===== src/rtl/tape_pkg.sv =====
// tape_pkg: shared state encoding, bank defaults and FIFO entry layout for the tape loader.
package tape_pkg;
    typedef enum logic [2:0] {IDLE, BANK_SET, LOAD, DRAIN, BANK_RESTORE, DONE} tape_state_t;
    localparam logic [7:0]  BANK_LOAD_DEF = 8'h00;
    localparam logic [7:0]  BANK_RUN_DEF  = 8'h20;
    localparam logic [15:0] BANK_ADDR_DEF = 16'hFFFF;
    typedef struct packed {
        logic [15:0] addr;
        logic [7:0]  data;
    } tape_entry_t;
endpackage


===== src/rtl/tape_byte_fifo.sv =====
// tape_byte_fifo: first-word-fall-through FIFO of address/data entries; push on full is accepted only alongside a pop.
module tape_byte_fifo
    import tape_pkg::*;
#(
    parameter int DEPTH = 4
) (
    input  logic        i_clk,
    input  logic        i_reset_n,
    input  logic        i_push,
    input  logic        i_pop,
    input  tape_entry_t i_din,
    output tape_entry_t o_dout,
    output logic        o_full,
    output logic        o_empty
);
    localparam int AW = $clog2(DEPTH);
    tape_entry_t r_mem [DEPTH];
    logic [AW:0] r_wr_ptr, r_rd_ptr;
    logic        w_wr, w_rd;
    assign o_empty = r_wr_ptr == r_rd_ptr;
    assign o_full  = (r_wr_ptr[AW] != r_rd_ptr[AW]) && (r_wr_ptr[AW-1:0] == r_rd_ptr[AW-1:0]);
    assign w_rd    = i_pop && !o_empty;
    assign w_wr    = i_push && (!o_full || w_rd);
    assign o_dout  = r_mem[r_rd_ptr[AW-1:0]];
    always_ff @(posedge i_clk) begin
        if (w_wr) r_mem[r_wr_ptr[AW-1:0]] <= i_din;
    end
    always_ff @(posedge i_clk or negedge i_reset_n) begin
        if (!i_reset_n) begin
            r_wr_ptr <= '0;
            r_rd_ptr <= '0;
        end else begin
            if (w_wr) r_wr_ptr <= r_wr_ptr + 1'b1;
            if (w_rd) r_rd_ptr <= r_rd_ptr + 1'b1;
        end
    end
endmodule


===== src/rtl/tape_load_sequencer.sv =====
// tape_load_sequencer: holds the CPU, banks RAM in for the load, writes parsed tape bytes
// in idle bus cycles through a small FIFO, then restores the run bank and pulses done.
module tape_load_sequencer
    import tape_pkg::*;
#(
    parameter int          FIFO_DEPTH = 4,
    parameter logic [7:0]  BANK_LOAD  = BANK_LOAD_DEF,
    parameter logic [7:0]  BANK_RUN   = BANK_RUN_DEF,
    parameter logic [15:0] BANK_ADDR  = BANK_ADDR_DEF
) (
    input  logic        i_clk,
    input  logic        i_reset_n,
    input  logic        i_ioctl_download,
    input  logic        i_tape_wr,
    input  logic [15:0] i_tape_addr,
    input  logic [7:0]  i_tape_dout,
    input  logic        i_cpu_mem_busy,
    output logic        o_ram_we,
    output logic [15:0] o_ram_addr,
    output logic [7:0]  o_ram_din,
    output logic        o_bank_we,
    output logic [7:0]  o_bank_dout,
    output logic        o_cpu_wait,
    output logic        o_load_done,
    output logic        o_overflow,
    output logic [15:0] o_byte_count
);
    tape_state_t r_state;
    logic        r_dl_prev, r_last_valid, r_ram_we, r_bank_we, r_cpu_wait, r_load_done, r_overflow;
    logic [15:0] r_last_addr, r_ram_addr, r_byte_count;
    logic [7:0]  r_ram_din, r_bank_dout;
    logic        w_push, w_pop, w_full, w_empty;
    tape_entry_t w_head;
    assign w_push = (r_state == LOAD) && i_tape_wr && (!r_last_valid || i_tape_addr != r_last_addr);
    assign w_pop  = (r_state == LOAD || r_state == DRAIN) && !w_empty && !i_cpu_mem_busy;
    tape_byte_fifo #(.DEPTH(FIFO_DEPTH)) u_fifo (
        .i_clk    (i_clk),
        .i_reset_n(i_reset_n),
        .i_push   (w_push),
        .i_pop    (w_pop),
        .i_din    ({i_tape_addr, i_tape_dout}),
        .o_dout   (w_head),
        .o_full   (w_full),
        .o_empty  (w_empty)
    );
    always_ff @(posedge i_clk or negedge i_reset_n) begin
        if (!i_reset_n) begin
            r_state      <= IDLE;
            r_dl_prev    <= 1'b0;
            r_last_valid <= 1'b0;
            r_last_addr  <= '0;
            r_ram_we     <= 1'b0;
            r_ram_addr   <= '0;
            r_ram_din    <= '0;
            r_bank_we    <= 1'b0;
            r_bank_dout  <= '0;
            r_cpu_wait   <= 1'b0;
            r_load_done  <= 1'b0;
            r_overflow   <= 1'b0;
            r_byte_count <= '0;
        end else begin
            r_dl_prev   <= i_ioctl_download;
            r_ram_we    <= 1'b0;
            r_bank_we   <= 1'b0;
            r_load_done <= 1'b0;
            if (w_pop) begin
                r_ram_we     <= 1'b1;
                r_ram_addr   <= w_head.addr;
                r_ram_din    <= w_head.data;
                r_byte_count <= r_byte_count + 16'd1;
            end
            if (w_push) begin
                r_last_addr  <= i_tape_addr;
                r_last_valid <= 1'b1;
                if (w_full && !w_pop) r_overflow <= 1'b1;
            end
            case (r_state)
                IDLE: if (i_ioctl_download && !r_dl_prev) begin
                    r_state      <= BANK_SET;
                    r_cpu_wait   <= 1'b1;
                    r_overflow   <= 1'b0;
                    r_byte_count <= '0;
                    r_last_valid <= 1'b0;
                end
                BANK_SET: if (!i_cpu_mem_busy) begin
                    r_bank_we   <= 1'b1;
                    r_bank_dout <= BANK_LOAD;
                    r_ram_addr  <= BANK_ADDR;
                    r_state     <= LOAD;
                end
                // Level test also catches a download that ended before LOAD was reached.
                LOAD: if (!i_ioctl_download) r_state <= DRAIN;
                DRAIN: if (w_empty && !r_ram_we) r_state <= BANK_RESTORE;
                BANK_RESTORE: if (!i_cpu_mem_busy) begin
                    r_bank_we   <= 1'b1;
                    r_bank_dout <= BANK_RUN;
                    r_state     <= DONE;
                end
                DONE: begin
                    r_load_done <= 1'b1;
                    r_cpu_wait  <= 1'b0;
                    r_state     <= IDLE;
                end
                default: r_state <= IDLE;
            endcase
        end
    end
    assign o_ram_we     = r_ram_we;
    assign o_ram_addr   = r_ram_addr;
    assign o_ram_din    = r_ram_din;
    assign o_bank_we    = r_bank_we;
    assign o_bank_dout  = r_bank_dout;
    assign o_cpu_wait   = r_cpu_wait;
    assign o_load_done  = r_load_done;
    assign o_overflow   = r_overflow;
    assign o_byte_count = r_byte_count;
endmodule


===== config.mk =====
export PLATFORM = sky130hd
export DESIGN_NAME = tape_load_sequencer
export DESIGN_NICKNAME = d
export VERILOG_FILES = /design/src/rtl/tape_pkg.sv /design/src/rtl/tape_byte_fifo.sv /design/src/rtl/tape_load_sequencer.sv
export SDC_FILE = /design/constraint.sdc
export NUM_CORES = 1
export LEC_CHECK = 0
export CAP_MARGIN = 0
export CORE_UTILIZATION = 40
export CTS_BUF_LIST = sky130_fd_sc_hd__clkbuf_8 sky130_fd_sc_hd__clkbuf_16
export CTS_CLUSTER_DIAMETER = 120
export DETAILED_ROUTE_END_ITERATION = 16
export GPL_TIMING_DRIVEN = 0
export RECOVER_POWER = 50
export SLEW_MARGIN = 15
export SYNTH_ARGS = -nofsm -noshare
export SYNTH_HDL_FRONTEND = slang
export SYNTH_HIERARCHICAL = 1
export SYNTH_SLANG_ARGS = --single-unit

===== constraint.sdc =====
create_clock -name i_clk -period 6.83 [get_ports i_clk]
set_input_delay 0.683 -clock i_clk [delete_from_list [all_inputs] [get_ports i_clk]]
set_output_delay 0.683 -clock i_clk [all_outputs]
set_load 0.1 [all_outputs]

**Word-level counts from Yosys, hierarchy flattened**

Memory sizes are Yosys's and may differ from the RTL's.
Index checks and enable logic that the tools add are counted.

- Logic and storage cells: 90
- Input port bits: 29
- RAM bits: 96
- Bits in registers: 80
- Memories kept: 1
- Output and inout port bits: 53

Memories:

| name | words | bits a word | rd ports | clocked after Yosys merged registers in | wr ports | line | text |
|---|---|---|---|---|---|---|---|
| u_fifo.r_mem | 4 | 24 | 1 | 0 | 1 | tape_byte_fifo.sv:17 | `tape_entry_t r_mem [DEPTH];` |

- Muxes and demuxes: 30
- Reductions and logical operators: 27
- Add/sub/neg operators: 3
- Eq/ne operators: 14

Operators by type and width:

| cell | number |
|---|---|
| 16-bit two-way mux | 6 |
| 16-bit by 1-bit adder with 16-bit output, second input constant | 1 |
| 8-bit two-way mux | 2 |
| 16-bit != test | 1 |
| 8-bit case mux with 2 select lines | 1 |
| 3-bit two-way mux | 5 |
| 3-bit case mux with 5 select lines | 1 |
| 1-bit two-way mux | 14 |
| 1-bit logical AND | 10 |
| 2-bit != test, second input constant | 4 |
| 1-bit logical NOT | 7 |
| 3-bit by 1-bit adder with 3-bit output, second input constant | 2 |
| 3-bit by 2-bit equality test with 1-bit output, second input constant | 2 |
| 3-bit equality test, second input constant | 2 |
| 5-bit AND reduction | 1 |
| 2-bit nonzero test | 2 |
| 3-bit by 1-bit equality test with 1-bit output, second input constant | 1 |
| 3-bit equality test | 1 |
| 3-bit logical NOT | 1 |
| 1-bit logical OR | 3 |
| 3-bit AND reduction | 1 |
| 2-bit equality test | 1 |
| 2-bit by 1-bit != test with 1-bit output, second input constant | 1 |
| 1-bit case mux with 2 select lines | 1 |
| other kinds (3) | 3 |

**Logic depth before layout (Yosys ltp)**

- Depth after elaboration: 10
- Gate-level depth with buffers: 12
- Gate-level depth less buffers: 8

**Cells and area by module**

The synthesis kept the hierarchy.

By module, submodules not included:

| module | sequential area each (um^2) | instances | cells an instance | area an instance (um^2) |
|---|---|---|---|---|
| tape_byte_fifo | 3032.9 | 1 | 172 | 3921.3 |
| tape_load_sequencer | 1676.6 | 1 | 263 | 2972.9 |

**Worst setup path before layout**

OpenSTA, ideal clock, no wires.

- Kind: register -> register
- From: register u_fifo.r_rd_ptr[1]
- To: memory u_fifo/r_mem[1][0] (netlist bit) (enable)
- Stages on the path, launching flop included: 12
- Library setup time: 383 ps
- Path slack: 3463 ps
- Clock period less this slack: 3367 ps
- Path buffers: 5
- Required time: 6447 ps
- Arrival time: 2984 ps
- Path through: dfrtp_1 > buf_2 > xor2_1 > buf_2 > nor3_1 > or3_1 > buf_6 > inv_4 > clkbuf_1 > buf_2 > or4_4 > and3_1

- Word-level cells in the longest chain between the ends: 9
- Elaborated cells between the ends (all ways): 12
- Classes of those cells: eq/ne (2); mux (2); reduce/logical (8)

Ends and longest elaborated chain:

| element | line | text |
|---|---|---|
| start, declared | tape_byte_fifo.sv:18 | `logic [AW:0] r_wr_ptr, r_rd_ptr;` |
| start signal, assigned | tape_byte_fifo.sv:34 | `if (w_rd) r_rd_ptr <= r_rd_ptr + 1'b1;` |
| 3-bit equality test | tape_byte_fifo.sv:20 | `assign o_empty = r_wr_ptr == r_rd_ptr;` |
| via w_empty | tape_load_sequencer.sv:32 | `logic w_push, w_pop, w_full, w_empty;` |
| 1-bit logical NOT | tape_load_sequencer.sv:35 | `assign w_pop = (r_state == LOAD \|\| r_state == DRAIN) && !w_empty && !i_cpu_mem_busy;` |
| 1-bit logical AND (2 in series) | tape_load_sequencer.sv:35 |  |
| via w_pop | tape_load_sequencer.sv:32 |  |
| 1-bit logical AND | tape_byte_fifo.sv:22 | `assign w_rd = i_pop && !o_empty;` |
| 1-bit logical OR | tape_byte_fifo.sv:23 | `assign w_wr = i_push && (!o_full \|\| w_rd);` |
| 1-bit logical AND | tape_byte_fifo.sv:23 |  |
| 1-bit two-way mux | tape_byte_fifo.sv:26 | `if (w_wr) r_mem[r_wr_ptr[AW-1:0]] <= i_din;` |
| 1-bit two-way mux (implied by the code) | tape_byte_fifo.sv:26 |  |
| end, declared | tape_byte_fifo.sv:17 |  |

The timed path passes the listed nets, and every way through them passes these cells.

**Worst setup path in the final report**

- From: register u_fifo.r_rd_ptr[1]
- To: memory u_fifo/r_mem[3][3] (netlist bit) (enable)

The elaborated chain is that of the path after synthesis.

==> reports/qor.yml <==
h-tree-depth: 4
io_pins: 82
root_buffer: "clkbuf_16"
synth_flop_cell: "edfxtp_1"
numCtsBuffers: 17
post_cts_buffers: 0
diodes: 0
crit_type: "register to register"
period_share_pct: 73.6
hold_start: "o_ram_din[5]"
die_w_um: 133
path_cells: "clkbuf_1, xor2_1, clkbuf_1, nor3_1, or3_1, clkbuf_1, inv_4, clkbuf_1, buf_2, o41ai_2, clkinv_1"
drt_wl_total_um: 13700
pwr-share-clk_pct: 23.6
gp_congestion: 0.725
cts.sinks: 169
end_kind: "register"
clk_latency_ns: 0.42
die_y_um: 133
ys_seq_elements: 169
areaGrowthSynthToFinish_pct: 23.9
worstMarginPinSlew_ns: 2.62
timing.rr.start: "u_fifo/r_rd_ptr[1]"
avgSynthCellArea_sq_um: 15.8
hold-path-cell-count: 2
powerDensity_nw_per_um2: 500
combPwrFrac_pct: 42.6
max_slew_margin_pct: -74.6
ant_nets: 0
num_rows: 47
drc: 0
violations: "max-capacitance violations, max-slew violations"
max_stage_delay_ns: 0.96
viasPerCell: 5.14
multiInputGateArea_sq_um: 2010
rr_worst_depth: 11
crit_path_frequent_cell: "clkbuf_1"
status: "complete, but fails checks"
initial_utilization_pct: 41.3
cp_slowest_cell: "clkinv_1"
final-seq-area_sq_um: 4710
grt_max_degree: 45
period_needed_ns: 5.02
p_sw_share_pct: 41.1
setup-violations-final: 0
drtPass1Iterations: 4
drt_iter0_drc: 183
async_flop_share_pct: 43.2
synth_area_sq_um: 6890
finalHoldViolations: 0
cp_top_family: "buffers and inverters"
cts_hold_buf: 0
synth_edf_count: 96
irDropWorstVdd_v: 0.000384
reg2reg_to: "u_fifo/r_mem[3][3]"
net-switching-power_w: 0.00176
overflow: 0
cp.required_ns: 6.66
placed_area_sq_um: 7960
seq_area_frac_synth_pct: 68.3
die-area_sq_um: 17800
power_frac_seq_pct: 33.8
syn_inst: 435
p_int_w: 0.00252
setup.worst_path.start: "u_fifo/r_rd_ptr[1]"
cts.clk_slew.worst_paths_ns: 0.06
dp_hpwl_um: 8770
cp_data_arrival_time_ns: 4.85
design_area_sq_um: 8540
regToRegSetupSlack_ns: 1.81
wl_per_cell_um: 17.8
numPortBuffers: 74
rsz0062_at_grt: "no"
grt_pass1_wl_um: 22100
crit_path_start_kind: "register"
max_freq_ghz: 0.199
cts_resized: 0
fillCellCount: 1444
fin_nets: 570
min_path_type: "register to register"
drv_cap: 3
drive_gt1_share_pct: 17.2
leakagePower_nw: 3.18
hold_end: "o_ram_din[5]"
tritoncts: "yes"
setup_tns_ns: 0
grt_pass1_vias: 4137
clock_skew_ns: 0.00635
slew_violations: 86
vias: 3950
worstPathMaxFanout: 24
worstPathBufferInverterCount: 7
antenna_found_initial: 0
coreArea_sq_um: 16700
clockBufferDepth: 2
yosysWarnings: 6
grtUsageTotal_pct: 16.7
synth_cell_types: 52
[stage by stage]
stage	total power [W]	setup slack, ns	util, %	hold slack [ns]	std cells
after global placement	0.00328	2.21	47.5	0.456	735
final	0.00427	1.81	51.1	0.474	768
after floorplan	0.00287	3.46	-	0.387	441
after CTS	0.00434	2.68	51.4	0.203	768
after detailed placement	0.00332	2.69	47.7	0.466	736
after global routing	0.00448	1.46	51.1	0.508	768
[Yosys cell counts, types with 9 or more instances]
| library cell | n | area share (%) |
|---|---|---|
| o22a_1 | 15 | 1.9 |
| buf_4 | 9 | 0.98 |
| nand2_1 | 41 | 2.2 |
| xnor2_1 | 24 | 3.0 |
| a21oi_1 | 9 | 0.65 |
| mux2_2 | 16 | 2.6 |
| nor2_1 | 20 | 1.1 |
| mux4_2 | 24 | 7.8 |
| edfxtp_1 | 96 | 42 |
| dfrtp_1 | 73 | 26 |
| xor2_1 | 9 | 1.1 |
| inv_1 | 9 | 0.49 |
[worst max-delay path by stage]
stage / to / slack [ns] / cells past startpoint
after floorplan: u_fifo/r_mem[1][0] / 3.46 / 11
after global placement: asynchronous set/reset pin / 2.21 / 1
after detailed placement: u_fifo/r_mem[3][11] / 2.69 / 11
after CTS: u_fifo/r_mem[3][3] / 2.68 / 11
after global routing: u_fifo/r_mem[3][3] / 1.46 / 11
final: u_fifo/r_mem[3][3] / 1.81 / 11
[power groups by stage]
| stage | sequential, W | clock (W) | combinational [W] |
|---|---|---|---|
| 6_report | 0.00144 | 0.00101 | 0.00182 |
| 5_1_grt | 0.00147 | 0.00107 | 0.00194 |
| 4_1_cts | 0.00145 | 0.00103 | 0.00186 |
| 3_5_place_dp | 0.00147 | 0 | 0.00186 |
| 3_3_place_gp | 0.00146 | 0 | 0.00183 |
| 2_1_floorplan | 0.00210 | 0 | 0.000766 |
[registers in the layout (all words and copies together), names as in the netlist, 3 cells and up, named ones only]
register and cells:
u_fifo/r_mem 96, u_fifo/r_wr_ptr 3, r_state 3, o_byte_count 16
r_last_addr 16, u_fifo/r_rd_ptr 3, o_ram_din 8
[metal layers]
layer  vias up  global-route usage [%]  wire [um]
met4         0                    5.68        146
li1       1822                       -          -
met3        11                    3.65        527
met5         -                       0          0
met2        83                    27.9       6890
met1      2034                    21.6       6090
[worst min-delay path: stages (launching register included)]
cell and delay (ns):
dfrtp_1 0.34, nand2_1 0.05, nand2_1 0.05
[layout by cell type, fill, tap and decap left out, types with 3 or more instances in the layout]
master	instances
xnor2_1	24
nor3_1	5
buf_4	9
a21oi_1	9
clkbuf_16	17
xor2_1	9
clkbuf_1	10
buf_2	5
nand4_1	6
nand2_1	41
buf_1	3
bufinv_16	4
conb_1	7
or3_1	4
mux2_2	16
mux4_2	24
o22a_1	15
dlygate4sd3_1	25
and3_2	3
nand3_1	6
dfrtp_1	73
o31ai_1	3
clkdlybuf4s50_1	48
edfxtp_1	96
ha_1	6
inv_1	11
nor2_1	20
o21ai_0	6
[area by class of cell]
cell class,instances,share of cell area [%]
Sequential cell,169,55.1
Clock buffer,19,5.30
Multi-Input combinational cell,237,23.6
Inverter,10,0.469
Timing Repair Buffer,75,8.64
Clock inverter,13,2.08
Buffer,25,1.57
Tap cell,220,3.22
[logic make-up (layout without fill, tap and decap cells)]
kind of cell / count (synthesis) / after routing / synth area share [%]
AO/OA/AOI/OAI: 47 / 47 / 5.14
flip-flops: 169 / 169 / 68.3
XOR/XNOR: 34 / 34 / 4.43
multiplexers: 42 / 42 / 10.8
buffers and inverters: 35 / 142 / 2.67
AND/OR/NAND/NOR: 101 / 101 / 7.53
adder cells (fa/ha/maj): 6 / 6 / 1.09
other: 1 / 7 / 0.0544
Note: power is estimated with default switching activity, not from simulation.
